<file path="config.mk">
export PLATFORM = sky130hd
export DESIGN_NAME = pcs_tx_ordered_set
export DESIGN_NICKNAME = d
export VERILOG_FILES = /design/src/rtl/pcs_defs.sv /design/src/rtl/pcs_void_sel.sv /design/src/rtl/pcs_tx_ordered_set.sv
export SDC_FILE = /design/constraint.sdc
export NUM_CORES = 1
export LEC_CHECK = 0
export CORE_ASPECT_RATIO = 1.1
export CORE_UTILIZATION = 50
export CTS_CLUSTER_SIZE = 25
export DETAILED_ROUTE_END_ITERATION = 6
export PLACE_DENSITY = 0.81
export SLEW_MARGIN = 20
export SYNTH_ARGS = -nofsm -noshare
export SYNTH_HDL_FRONTEND = slang
export SYNTH_SLANG_ARGS = --single-unit
</file>
<file path="constraint.sdc">
create_clock -name clk -period 3.4 [get_ports clk]
set_input_delay 0.34 -clock clk [delete_from_list [all_inputs] [get_ports clk]]
set_output_delay 0.34 -clock clk [all_outputs]
set_load 0.02 [all_outputs]
</file>
<file path="src/rtl/pcs_defs.sv">
// Shared definitions for the 1000BASE-X PCS transmit ordered-set generator:
// one-hot ordered-set codes, xmit encodings and the state enumeration.
package pcs_defs;

    localparam int OS_W_STD = 9;

    typedef logic [OS_W_STD-1:0] os_t;

    localparam os_t OS_C    = 9'h001;
    localparam os_t OS_T    = 9'h002;
    localparam os_t OS_R    = 9'h004;
    localparam os_t OS_I    = 9'h008;
    localparam os_t OS_D    = 9'h010;
    localparam os_t OS_S    = 9'h020;
    localparam os_t OS_V    = 9'h040;
    localparam os_t OS_LI   = 9'h080;
    localparam os_t OS_RSVD = 9'h100;

    localparam logic [2:0] XMIT_IDLE   = 3'b001;
    localparam logic [2:0] XMIT_CONFIG = 3'b010;
    localparam logic [2:0] XMIT_DATA   = 3'b100;

    // TXD value that marks carrier extension when TX_EN=0 and TX_ER=1
    localparam logic [7:0] TXD_CARRIER_EXT = 8'h0F;

    typedef enum logic [3:0] {
        ST_TX_TEST_XMIT        = 4'd0,
        ST_CONFIGURATION       = 4'd1,
        ST_IDLE                = 4'd2,
        ST_XMIT_DATA           = 4'd3,
        ST_START_OF_PACKET     = 4'd4,
        ST_TX_DATA             = 4'd5,
        ST_END_OF_PACKET_NOEXT = 4'd6,
        ST_EPD2_NOEXT          = 4'd7,
        ST_EPD3                = 4'd8
    } tx_state_e;

endpackage

</file>
<file path="src/rtl/pcs_void_sel.sv">
// VOID() selection: replaces the candidate ordered set with /V/ when the
// GMII inputs signal a coding error that is not a carrier extension.
module pcs_void_sel
    import pcs_defs::*;
(
    input  os_t        i_cand,
    input  logic       i_tx_en,
    input  logic       i_tx_er,
    input  logic [7:0] i_txd,
    output os_t        o_os
);

    logic w_void;

    assign w_void = i_tx_er && (i_tx_en || (i_txd != TXD_CARRIER_EXT));
    assign o_os   = w_void ? OS_V : i_cand;

endmodule

</file>
<file path="src/rtl/pcs_tx_ordered_set.sv">
// Transmit ordered-set state machine: turns GMII TX_EN/TX_ER/TXD and xmit
// into a one-hot ordered-set request, advancing once per tx_oset_indicate.
module pcs_tx_ordered_set
    import pcs_defs::*;
#(
    parameter int OS_W = 9
) (
    input  logic            clk,
    input  logic            rst_n,
    input  logic            TX_EN,
    input  logic            TX_ER,
    input  logic [7:0]      TXD,
    input  logic [2:0]      xmit,
    input  logic            tx_even,
    input  logic            tx_oset_indicate,
    output logic [OS_W-1:0] tx_o_set,
    output logic            transmitting
);

    tx_state_e  r_state;
    os_t        r_tx_o_set;
    logic       r_transmitting;
    logic [2:0] r_xmit_prev;

    logic       w_xmit_change;
    logic       w_force_test;
    os_t        w_cand;
    os_t        w_void_os;

    assign w_xmit_change = (xmit != r_xmit_prev);
    assign w_force_test  = w_xmit_change && tx_oset_indicate && !tx_even;

    // Only data-carrying targets use VOID(); the candidate follows the
    // state the machine would enter with the current TX_EN.
    always_comb begin
        w_cand = OS_I;
        if (TX_EN) begin
            case (r_state)
                ST_XMIT_DATA:                   w_cand = OS_S;
                ST_START_OF_PACKET, ST_TX_DATA: w_cand = OS_D;
                default:                        w_cand = OS_I;
            endcase
        end
    end

    pcs_void_sel u_void_sel (
        .i_cand  (w_cand),
        .i_tx_en (TX_EN),
        .i_tx_er (TX_ER),
        .i_txd   (TXD),
        .o_os    (w_void_os)
    );

    always_ff @(posedge clk or negedge rst_n) begin
        if (!rst_n) begin
            r_state        <= ST_TX_TEST_XMIT;
            r_tx_o_set     <= OS_I;
            r_transmitting <= 1'b0;
            r_xmit_prev    <= XMIT_IDLE;
        end else begin
            r_xmit_prev <= xmit;
            if (w_force_test) begin
                r_state        <= ST_TX_TEST_XMIT;
                r_transmitting <= 1'b0;
            end else begin
                case (r_state)
                    ST_TX_TEST_XMIT: begin
                        r_transmitting <= 1'b0;
                        if (xmit == XMIT_CONFIG) begin
                            r_state    <= ST_CONFIGURATION;
                            r_tx_o_set <= OS_C;
                        end else if (xmit == XMIT_IDLE ||
                                     (xmit == XMIT_DATA && (TX_EN || TX_ER))) begin
                            r_state    <= ST_IDLE;
                            r_tx_o_set <= OS_I;
                        end else if (xmit == XMIT_DATA) begin
                            r_state    <= ST_XMIT_DATA;
                            r_tx_o_set <= w_void_os;
                        end
                    end

                    // Left only through the forced return to TX_TEST_XMIT
                    ST_CONFIGURATION: ;

                    ST_IDLE: begin
                        if (tx_oset_indicate && xmit == XMIT_DATA && !TX_EN && !TX_ER) begin
                            r_state    <= ST_XMIT_DATA;
                            r_tx_o_set <= w_void_os;
                        end
                    end

                    ST_XMIT_DATA: begin
                        if (tx_oset_indicate) begin
                            r_tx_o_set <= w_void_os;
                            if (TX_EN) begin
                                r_state        <= ST_START_OF_PACKET;
                                r_transmitting <= 1'b1;
                            end
                        end
                    end

                    ST_START_OF_PACKET, ST_TX_DATA: begin
                        if (tx_oset_indicate) begin
                            if (TX_EN) begin
                                r_state    <= ST_TX_DATA;
                                r_tx_o_set <= w_void_os;
                            end else begin
                                r_state    <= ST_END_OF_PACKET_NOEXT;
                                r_tx_o_set <= OS_T;
                                if (!tx_even) begin
                                    r_transmitting <= 1'b0;
                                end
                            end
                        end
                    end

                    ST_END_OF_PACKET_NOEXT: begin
                        if (tx_oset_indicate) begin
                            r_state        <= ST_EPD2_NOEXT;
                            r_tx_o_set     <= OS_R;
                            r_transmitting <= 1'b0;
                        end
                    end

                    // A second /R/ keeps the following /I/ on an even boundary
                    ST_EPD2_NOEXT: begin
                        if (tx_oset_indicate) begin
                            if (tx_even) begin
                                r_state    <= ST_XMIT_DATA;
                                r_tx_o_set <= w_void_os;
                            end else begin
                                r_state    <= ST_EPD3;
                                r_tx_o_set <= OS_R;
                            end
                        end
                    end

                    ST_EPD3: begin
                        if (tx_oset_indicate) begin
                            r_state    <= ST_XMIT_DATA;
                            r_tx_o_set <= w_void_os;
                        end
                    end

                    default: r_state <= ST_TX_TEST_XMIT;
                endcase
            end
        end
    end

    assign tx_o_set     = OS_W'(r_tx_o_set);
    assign transmitting = r_transmitting;

endmodule

</file>
==> results of run 1 <==
[cell type report]
cell class                 instances  area share
tap                               28      0.0254
multi-input combinational        103       0.490
sequential                        15       0.274
timing repair buffer              25       0.180
inverter                           4      0.0109
clock buffer                       4      0.0191
[worst max-delay path, stage by stage]
cell and delay, ps:
clkdlybuf4s50_1 600, or3b_1 420, o2111a_1 290, nor4_4 530, mux2_2 400
[routing by layer]
metal	global-route usage	part of all wire
met1	0.339	0.42
met2	0.396	0.47
met3	0.0318	0.086
met4	0.100	0.017
met5	0	0
[state kept, by name (all words and copies together), names as in the netlist]
signal	cells
tx_o_set	7
r_state	4
r_xmit_prev	3
transmitting	1
[power by group]
group	leakage [nW]	switching, mW	internal [mW]
registers	0.193	0.0754	0.222
logic	0.320	0.210	0.211
clock network	0.0150	0.0619	0.0458
[cell usage in the layout, fill, tap and decap left out, types with 3 or more instances in the layout]
master,count
clkbuf_4,3
mux2_2,7
o21ai_0,9
nor2_1,9
nor3_1,5
xnor2_1,5
or4_1,4
inv_1,4
clkdlybuf4s50_1,24
nand2_1,13
nor2b_1,4
o22ai_1,5
dfrtp_1,13
a21oi_1,6
nand2b_1,5
[per-stage QoR]
step                 util  cells  total power, mW
floorplan               -    132            0.592
global placement    0.662    175            0.708
detailed placement  0.662    175            0.718
CTS                 0.675    179            0.825
global route        0.675    179            0.886
finish              0.675    179            0.826
[cell families after synthesis]
group,Yosys count,synth area share
AND/OR/NAND/NOR,53,0.269
AO/OA/AOI/OAI,35,0.213
flip-flops,15,0.340
buffers and inverters,14,0.0541
multiplexers,8,0.0800
XOR/XNOR,5,0.0395
other,1,0.00338
[worst min path at each step]
stage | startpoint | endpoint | slack (ps) | depth (start not counted)
global route | rst_n | r_state[2] | 520 | 1
global placement | transmitting | transmitting | 480 | 1
CTS | rst_n | r_state[2] | 480 | 1
floorplan | rst_n | r_state[0] | 40 | 0
detailed placement | transmitting | transmitting | 480 | 1
finish | rst_n | r_state[2] | 440 | 1
==> metrics, run 1 <==
status=complete, no violations; CTS tree=done; DR vias/cell=just under 6; final setup fails=0; kind of critical path=in2reg; Placeable Area=between 2000 and 2500 µm²; worst-margin pin slew=722 ps; Distinct cells, synth=43; Setup Skew=about 10 ps; largest net degree at the start of global routing=23; Crit. Startpoint=xmit[2]; I/O Buffers=24; drt pass-1 iters=4; number of nets still failing antenna checks after routing=0; DP Area=about 1400 µm²; Die Area=2410 µm²; total CTS buffers=3; startpoint types=primary input; setup ws final=between 1000 and 1500 ps; vias in the first global route=~950; max-cap violations=0; Fill cells=182; Hold Fails Final Rpt=0; DRC viols=0; crit share post-route=0.705; count of final max-slew check failures=0; sequential-to-total area share from yosys stat=0.340; worst hold path type=in2async; synthesized area=approximately 1100 µm²; TNS Setup=0 ps; Critical Path AT=roughly 2600 ps; top cells by area, synth=dfrtp_1 (29%), mux2_2 (7.1%), dfstp_2 (4.7%); Longest Clk Path Bufs=2; n_diodes=0; total of warnings raised by yosys=0; post-CTS setup buffers=0; CP endpoint=tx_o_set[6]; post-synthesis cell count=roughly 130; Critical Path Sink Type=flip-flop; area of the multi-input gates=around 680 µm²; initial core utilization=0.544; leak pwr=about 0.53 nW; GP Congestion=0.905; synth cell count leaders=dfrtp_1 (13), nand2_1 (13), nor2_1 (9), o21ai_0 (9), clkbuf_1 (8); Req. time, crit path=about 3600 ps; Die X=roughly 47 µm; Main synth FF type=dfrtp_1; FFs w/ async S/R, synth=1.00; slew margin rel.=0.512; initial antenna violation count=0; DRT iter0 DRCs=50; hold slack final=approximately 440 ps; EDFF count, synth=0; Clock Latency Late Sink=around 300 ps; top cell type's share of synthesized area=0.293; DP Wirelength=1.92 mm; num ports=27; Syn-to-layout area delta=24.1%; VDD IR max=roughly 0.38 mV; dpl ws=approximately 700 ps; reg2reg setup slack=~1200 ps; RSZ-0062 raised after global routing=no; CTS Root Buffer Type=clkbuf_4; first-pass GRT wire length=4.23 mm; Die Y=51.4 µm; WL final=2.64 mm; hold buffer count at CTS=0; WL/cell=14.7 µm; CTS Sinks=15; register bit total from synthesis=15; share of cells above drive strength 1=0.106; clock slew at reported path FFs=100 ps; GRT Total Usage=0.251; f_max=around 420 MHz; worst-path maximum fanout=8; grt ovf=0; Storage cell area=around 380 µm²; syn_area_per_cell=roughly 8.5 µm²; final instance area=roughly 1400 µm²; Post-CTS Resized=0; via count=approximately 1100; H-tree Lvls=1; row count=17; cells on worst reg2reg path=4; R2R Path End=r_state[0]; cell accounting for the most synthesized area=dfrtp_1; Nets=roughly 170; min Tclk post-route=between 2000 and 2500 ps; Crit Reg-Reg Startpoint=r_state[1]; PwrDens=~600 nW/µm²
Power figures use the tool's default switching activity.
==> inputs of run 2 (changes only) <==
CORE_UTILIZATION = 44   (was 50)
PLACE_DENSITY = 0.75   (was 0.81)
clock period = 2 ns   (was 3.4 ns; I/O delays follow)
==> run 2 against run 1 <==
Utilization rose by 0.71 points. Hold slack got worse by 130 ps. First-iteration DRC count up 8.0%. Combinational power increased by 130%. Sequential cell count unchanged. Non-clock buffer count is 24 higher. Clock power grew 82%. Register-to-register slack got worse by 1100 ps. Via count is 12% higher. Power rose by 92%. Final area rose by 15%. Final cell count increased by 15%. Largest cell class unchanged.
==> metrics, run 2 (same netlist as run 1, synthesis figures left out) <==
max-cap violations=0 (unchanged); RSZ-0062 raised after global routing=yes (was no); sequential power share=0.264 (was 0.360); worst-path maximum fanout=7 (was 8); Fill cells=181 (was 182); Sw Pwr=0.659 mW (was 0.347 mW); GP Congestion=0.938 (was 0.905); GRT Total Usage=0.282 (was 0.251); DR vias/cell=5.77 (was 5.89); met3 Use GR=0.0583 (was 0.0318); CTS Root Buffer Type=clkbuf_4 (unchanged); DRT iter0 DRCs=54 (was 50); vias in the first global route=1175 (was 946); Critical Path AT=2140 ps (was 2580 ps); clock slew at reported path FFs=100 ps (about the same); total CTS buffers=3 (unchanged); Req. time, crit path=2200 ps (was 3580 ps); grt ovf=0 (unchanged); Die Y=54.7 µm (was 51.4 µm); leak pwr=0.651 nW (was 0.528 nW); num ports=27 (unchanged); Longest Clk Path Bufs=2 (unchanged); count of final max-slew check failures=0 (unchanged); drt pass-1 iters=4 (unchanged); number of nets still failing antenna checks after routing=0 (unchanged); startpoint types=primary input (unchanged); setup ws final=58.6 ps (was 1000 ps); area of the multi-input gates=689 µm² (was 676 µm²); share of cells above drive strength 1=0.246 (was 0.106); DP Wirelength=2.32 mm (was 1.92 mm); hold slack final=315 ps (was 441 ps); Setup Skew=3.26 ps (was 10.1 ps); crit share post-route=0.971; slew margin rel.=0.510 (was 0.512); CTS tree=done (unchanged); cells along the critical path=clkdlybuf4s50_1, or3b_1, o2111a_1, nor4_4, buf_6, mux2_2 (was clkdlybuf4s50_1, or3b_1, o2111a_1, nor4_4, mux2_2); Syn-to-layout area delta=42.5% (was 24.1%); max reg flops=7 (unchanged); DRC viols=0 (unchanged); most frequent cells in the layout=clkdlybuf4s50_1 (24), buf_4 (24), nand2_1 (13), dfrtp_1 (13) (was clkdlybuf4s50_1 (24), nand2_1 (13), dfrtp_1 (13), o21ai_0 (9), nor2_1 (9)); Hold Fails Final Rpt=0 (unchanged); n_diodes=0 (unchanged); routing usage on met1=0.333 (was 0.339); initial core utilization=0.478 (was 0.544); f_max=roughly 500 MHz; H-tree Lvls=1 (unchanged); Net Sw Frac=0.416 (was 0.420); WL/cell=15.6 µm (was 14.7 µm); max incr delay on CP=450 ps (was 600 ps); Die Area=2730 µm² (was 2410 µm²); CTS Sinks=15 (unchanged); Nets=193 (was 169); first-pass GRT wire length=5.47 mm (was 4.23 mm); WL final=3.20 mm (was 2.64 mm); post-CTS setup buffers=0 (unchanged); kind of critical path=in2reg (unchanged); final setup fails=0 (unchanged); I/O Buffers=24 (unchanged); min Tclk post-route=slightly below 2000 ps; initial antenna violation count=0 (unchanged); Internal Pwr Total=0.926 mW (was 0.479 mW); status=complete, no violations (unchanged); dpl ws=-285 ps (was 701 ps); PwrDens=1000 nW/µm² (was 600 nW/µm²); worst hold path type=in2async (unchanged); Die X=49.9 µm (was 46.9 µm); largest net degree at the start of global routing=22 (was 23); slowest cell on the critical path=clkdlybuf4s50_1 (unchanged); Storage cell area=378 µm² (unchanged); VDD IR max=0.713 mV (was 0.383 mV); Clock Power Share=0.124 (was 0.130); met2 Use GR=0.486 (was 0.396); Critical Path Sink Type=flip-flop (unchanged); via count=1182 (was 1055); Clock Latency Late Sink=310 ps (was 300 ps); Placeable Area=2320 µm² (was 2040 µm²); worst-margin pin slew=732 ps (was 722 ps); GRT Max-Usage Layer=met2 (unchanged); row count=18 (was 17); combinational share of power=0.612 (was 0.509); TNS Setup=0 ps (unchanged)
-- run 2: layer usage --
metal	part of all wire	up-vias
met5	0	-
met4	0.026	0
met3	0.073	7
met2	0.49	58
met1	0.41	551
li1	-	566
-- run 2: final timing paths --
path                           startpoint        endpoint  slack (ps)  cells after the start
setup reg to reg           r_xmit_prev[0]     tx_o_set[6]          80                      6
hold / removal                      rst_n     tx_o_set[6]         320                      1
hold reg to reg              transmitting    transmitting         510                      1
min in group clk                  xmit[0]  r_xmit_prev[0]         490                      2
max in group asynchronous           rst_n      r_state[1]        1230                      1
setup / recovery                  xmit[1]     tx_o_set[6]          60                      6
-- run 2: cell type report --
| cell class | count | share of cell area |
|---|---|---|
| clock inverters | 1 | 0.00475 |
| flip-flops and latches | 15 | 0.239 |
| clock buffers | 3 | 0.0142 |
| multi-input cells | 103 | 0.436 |
| well taps | 30 | 0.0237 |
| inverters | 4 | 0.00949 |
| repair buffers | 49 | 0.273 |
-- run 2: worst max-delay path, delay by kind of cell --
family / cells / cell delay [ps]
AND/OR/NAND/NOR: 2 / 690
buffers and inverters: 2 / 620
multiplexers: 1 / 350
AO/OA/AOI/OAI: 1 / 290
-- run 2: repair_timing --
action,CTS,global route
hold buffers,0,0
setup endpoints to repair,0,5
gates resized for setup,0,3
-- run 2: through the flow --
stage	cell area [µm²]	std cells	power [mW]	util
finish	1580	205	1.59	0.682
global route	1580	205	1.69	0.682
CTS	1560	205	1.56	0.674
detailed placement	1530	201	1.35	0.661
global placement	1530	201	1.33	0.661
floorplan	1110	132	1.01	-
-- run 2: power by group through the flow --
stage | Clock, mW | Sequential (mW) | Combinational (mW)
2_1_floorplan | 0 | 0.477 | 0.529
3_3_place_gp | 0 | 0.421 | 0.906
3_5_place_dp | 0 | 0.425 | 0.926
4_1_cts | 0.201 | 0.419 | 0.934
5_1_grt | 0.216 | 0.429 | 1.05
6_report | 0.197 | 0.418 | 0.970
==> inputs of run 3 (changes only) <==
ABC_AREA = 1   (was not set)
CORE_UTILIZATION = 45   (was 44)
PLACE_DENSITY = 0.76   (was 0.75)
==> run 3 against run 2 <==
Synthesized cell count rose by 38%. Critical path depth fell by 5. Largest power group unchanged. Clock power shrank 5%. Sequential power increased by 12%. Hold slack improved by 3.4 ps. Final area is 6.9% lower. Wire length decreased by 8.7%. Clock skew shrank 2.3 ps. Non-clock buffer count down 25. Final cell count is 17% higher.
==> metrics, run 3 <==
total of warnings raised by yosys=0 (unchanged); I/O Buffers=24 (unchanged); max reg flops=7 (unchanged); n_diodes=0 (unchanged); Nets=226 (was 193); main combinational cell family by area after synthesis=simple AND/OR/NAND/NOR gates (unchanged); Syn-to-layout area delta=25.1% (was 42.5%); post-synthesis xor/xnor area fraction=0 (was 0.0395); worst hold path type=in2async (unchanged); slew margin rel.=0.517 (was 0.510); slowest cell on the critical path=clkdlybuf4s50_1 (unchanged); Critical Path AT=1440 ps (was 2140 ps); first-pass GRT wire length=4.63 mm (was 5.47 mm); FFs w/ async S/R, synth=1.00 (unchanged); Critical Path Sink Type=output pin (was flip-flop); top cell type's share of synthesized area=0.276 (was 0.293); num ports=27 (unchanged); initial antenna violation count=0 (unchanged); DRT met1 WL=1.33 mm (was 1.32 mm); final instance area=1470 µm² (was 1580 µm²); DRC viols=0 (unchanged); met3 WL=101 µm (was 234 µm); max-cap violations=0 (unchanged); Clock Latency Late Sink=300 ps (was 310 ps); VDD IR max=0.744 mV (was 0.713 mV); Post-CTS Resized=0 (unchanged); share of cells above drive strength 1=0.154 (was 0.246); DRT iter0 DRCs=59 (was 54); largest net degree at the start of global routing=16 (was 22); commonest non-fill, non-tap cell in the layout=nand2_1; kind of critical path=reg2out (was in2reg); synth cell count leaders=nand2_1 (64), inv_1 (20), nand3_1 (20) (was dfrtp_1 (13), nand2_1 (13), nor2_1 (9), o21ai_0 (9), clkbuf_1 (8)); Longest Clk Path Bufs=2 (unchanged); Die Y=55.6 µm (was 54.7 µm); vias in the first global route=1051 (was 1175); status=complete, no violations (unchanged); leak pwr=0.808 nW (was 0.651 nW); simple-gate portion of the synthesized area=0.508 (was 0.269); CTS tree=done (unchanged); initial core utilization=0.472 (was 0.478); DP Area=1450 µm² (was 1530 µm²); worst-path maximum fanout=2 (was 7); critical path depth in cells=1 (was 6); Placeable Area=2500 µm² (was 2320 µm²); cell accounting for the most synthesized area=dfrtp_1 (unchanged); most frequent cells in the layout=nand2_1 (64), clkdlybuf4s50_1 (24), nand3_1 (20), inv_1 (20), nor2_1 (15) (was clkdlybuf4s50_1 (24), buf_4 (24), nand2_1 (13), dfrtp_1 (13)); met2 wire length=1.43 mm (was 1.56 mm); Bufs and invs on worst path=1 (was 2); EDFF count, synth=0 (unchanged); grt ovf=0 (unchanged); Main synth FF type=dfrtp_1 (unchanged); post-CTS setup buffers=0 (unchanged); number of nets still failing antenna checks after routing=0 (unchanged); count of final max-slew check failures=0 (unchanged); count leader, synth=nand2_1; crit share post-route=0.819 (was 0.971); DR vias/cell=4.95 (was 5.77); Fill cells=257 (was 181); synthesized area=1180 µm² (was 1110 µm²); top cells by area, synth=dfrtp_1 (28%), nand2_1 (20%), nand3_1 (8.5%) (was dfrtp_1 (29%), mux2_2 (7.1%), dfstp_2 (4.7%)); WL/cell=12.2 µm (was 15.6 µm); cells on worst reg2reg path=9 (was 6); Die X=50.8 µm (was 49.9 µm); post-synthesis compound-gate area fraction=0.0648 (was 0.213); Distinct cells, synth=28 (was 43); f_max=610 MHz (was 515 MHz); min Tclk post-route=1640 ps (was 1940 ps); startpoint types=flip-flop (was primary input); syn_area_per_cell=6.50 µm² (was 8.47 µm²); row count=19 (was 18); TNS Setup=0 ps (unchanged); GRT Total Usage=0.220 (was 0.282); CTS Root Buffer Type=clkbuf_4 (unchanged); Hold Fails Final Rpt=0 (unchanged); Die Area=2830 µm² (was 2730 µm²); H-tree Lvls=1 (unchanged); PwrDens=1180 nW/µm² (was 1000 nW/µm²); final setup fails=0 (unchanged); max incr delay on CP=590 ps (was 450 ps); post-synthesis adder-cell area fraction=0 (unchanged); clock slew at reported path FFs=100 ps (about the same); cells along the critical path=clkdlybuf4s50_1 (was clkdlybuf4s50_1, or3b_1, o2111a_1, nor4_4, buf_6, mux2_2); hold buffer count at CTS=0 (unchanged); DP Wirelength=2.35 mm (was 2.32 mm); post-synthesis mux area share=0 (was 0.0800); total CTS buffers=3 (unchanged); Top Family by Delay on Critical Path=buffers and inverters (was simple AND/OR/NAND/NOR gates); worst-margin pin slew=722 ps (was 732 ps); Req. time, crit path=1800 ps (was 2200 ps); drt pass-1 iters=4 (unchanged); register bit total from synthesis=15 (unchanged); post-synthesis cell count=181 (was 131); sequential-to-total area share from yosys stat=0.321 (was 0.340); RSZ-0062 raised after global routing=no (was yes); WL final=2.92 mm (was 3.20 mm); top layer in use=met4 (unchanged); Setup Skew=0.950 ps (was 3.26 ps); GP Congestion=0.922 (was 0.938); via count=1182 (unchanged); CTS Sinks=15 (unchanged)
## run 3: cell types whose count changed after synthesis, moves of 6 or more
cell and change:
nand2_1 +51, nand3_1 +18, inv_1 +16, clkbuf_1 -8, mux2_2 -7, nor2_1 +6
## run 3: metrics by stage
stage | util | power [mW] | hold WS, ps | cells | setup WS [ps]
2_1_floorplan | - | 1.25 | -95.6 | 182 | 587
3_3_place_gp | 0.579 | 1.54 | 462 | 235 | 165
3_5_place_dp | 0.579 | 1.56 | 460 | 235 | 112
4_1_cts | 0.590 | 1.75 | 331 | 239 | 355
5_1_grt | 0.590 | 1.88 | 361 | 239 | 276
6_report | 0.590 | 1.74 | 319 | 239 | 362
## run 3: path summary, 6_finish.rpt
path                                     start        endpoint  slack, ps
worst max-delay path               tx_o_set[3]     tx_o_set[3]        360
worst min-delay path                     rst_n     tx_o_set[1]        320
worst max register to register  r_xmit_prev[0]     tx_o_set[5]        420
worst min register to register     tx_o_set[3]     tx_o_set[3]        480
max in group asynchronous                rst_n  r_xmit_prev[1]       1230
min in group clk                       xmit[0]  r_xmit_prev[0]        430
## run 3: final cells by class
type                    count  area, µm²  area share
well taps                  31       38.8      0.0263
inverters                  27        106      0.0722
clock inverters             1       5.00     0.00340
flip-flops and latches     15        378       0.257
clock buffers               3       22.5      0.0153
multi-input cells         138        682       0.463
repair buffers             24        240       0.163
## run 3: report_power, final
part / total [mW] / internal [mW] / leakage, nW / switching (mW)
Sequential: 0.468 / 0.395 / 0.192 / 0.0736
Clock: 0.188 / 0.0747 / 0.0177 / 0.113
Combinational: 1.09 / 0.422 / 0.598 / 0.667
Total: 1.74 / 0.891 / 0.808 / 0.854
## run 3: logic make-up (layout without fill, tap and decap cells)
kind of cell / Yosys count / in the layout
other cells: 1 / 2
compound gates: 13 / 13
flops: 15 / 15
simple gates: 123 / 123
buf+inv: 29 / 55
## run 3: metal layers
layer,GRT usage,up-vias
met4,0.103,0
li1,-,612
met2,0.370,29
met5,0,-
met1,0.279,534
met3,0.0246,7
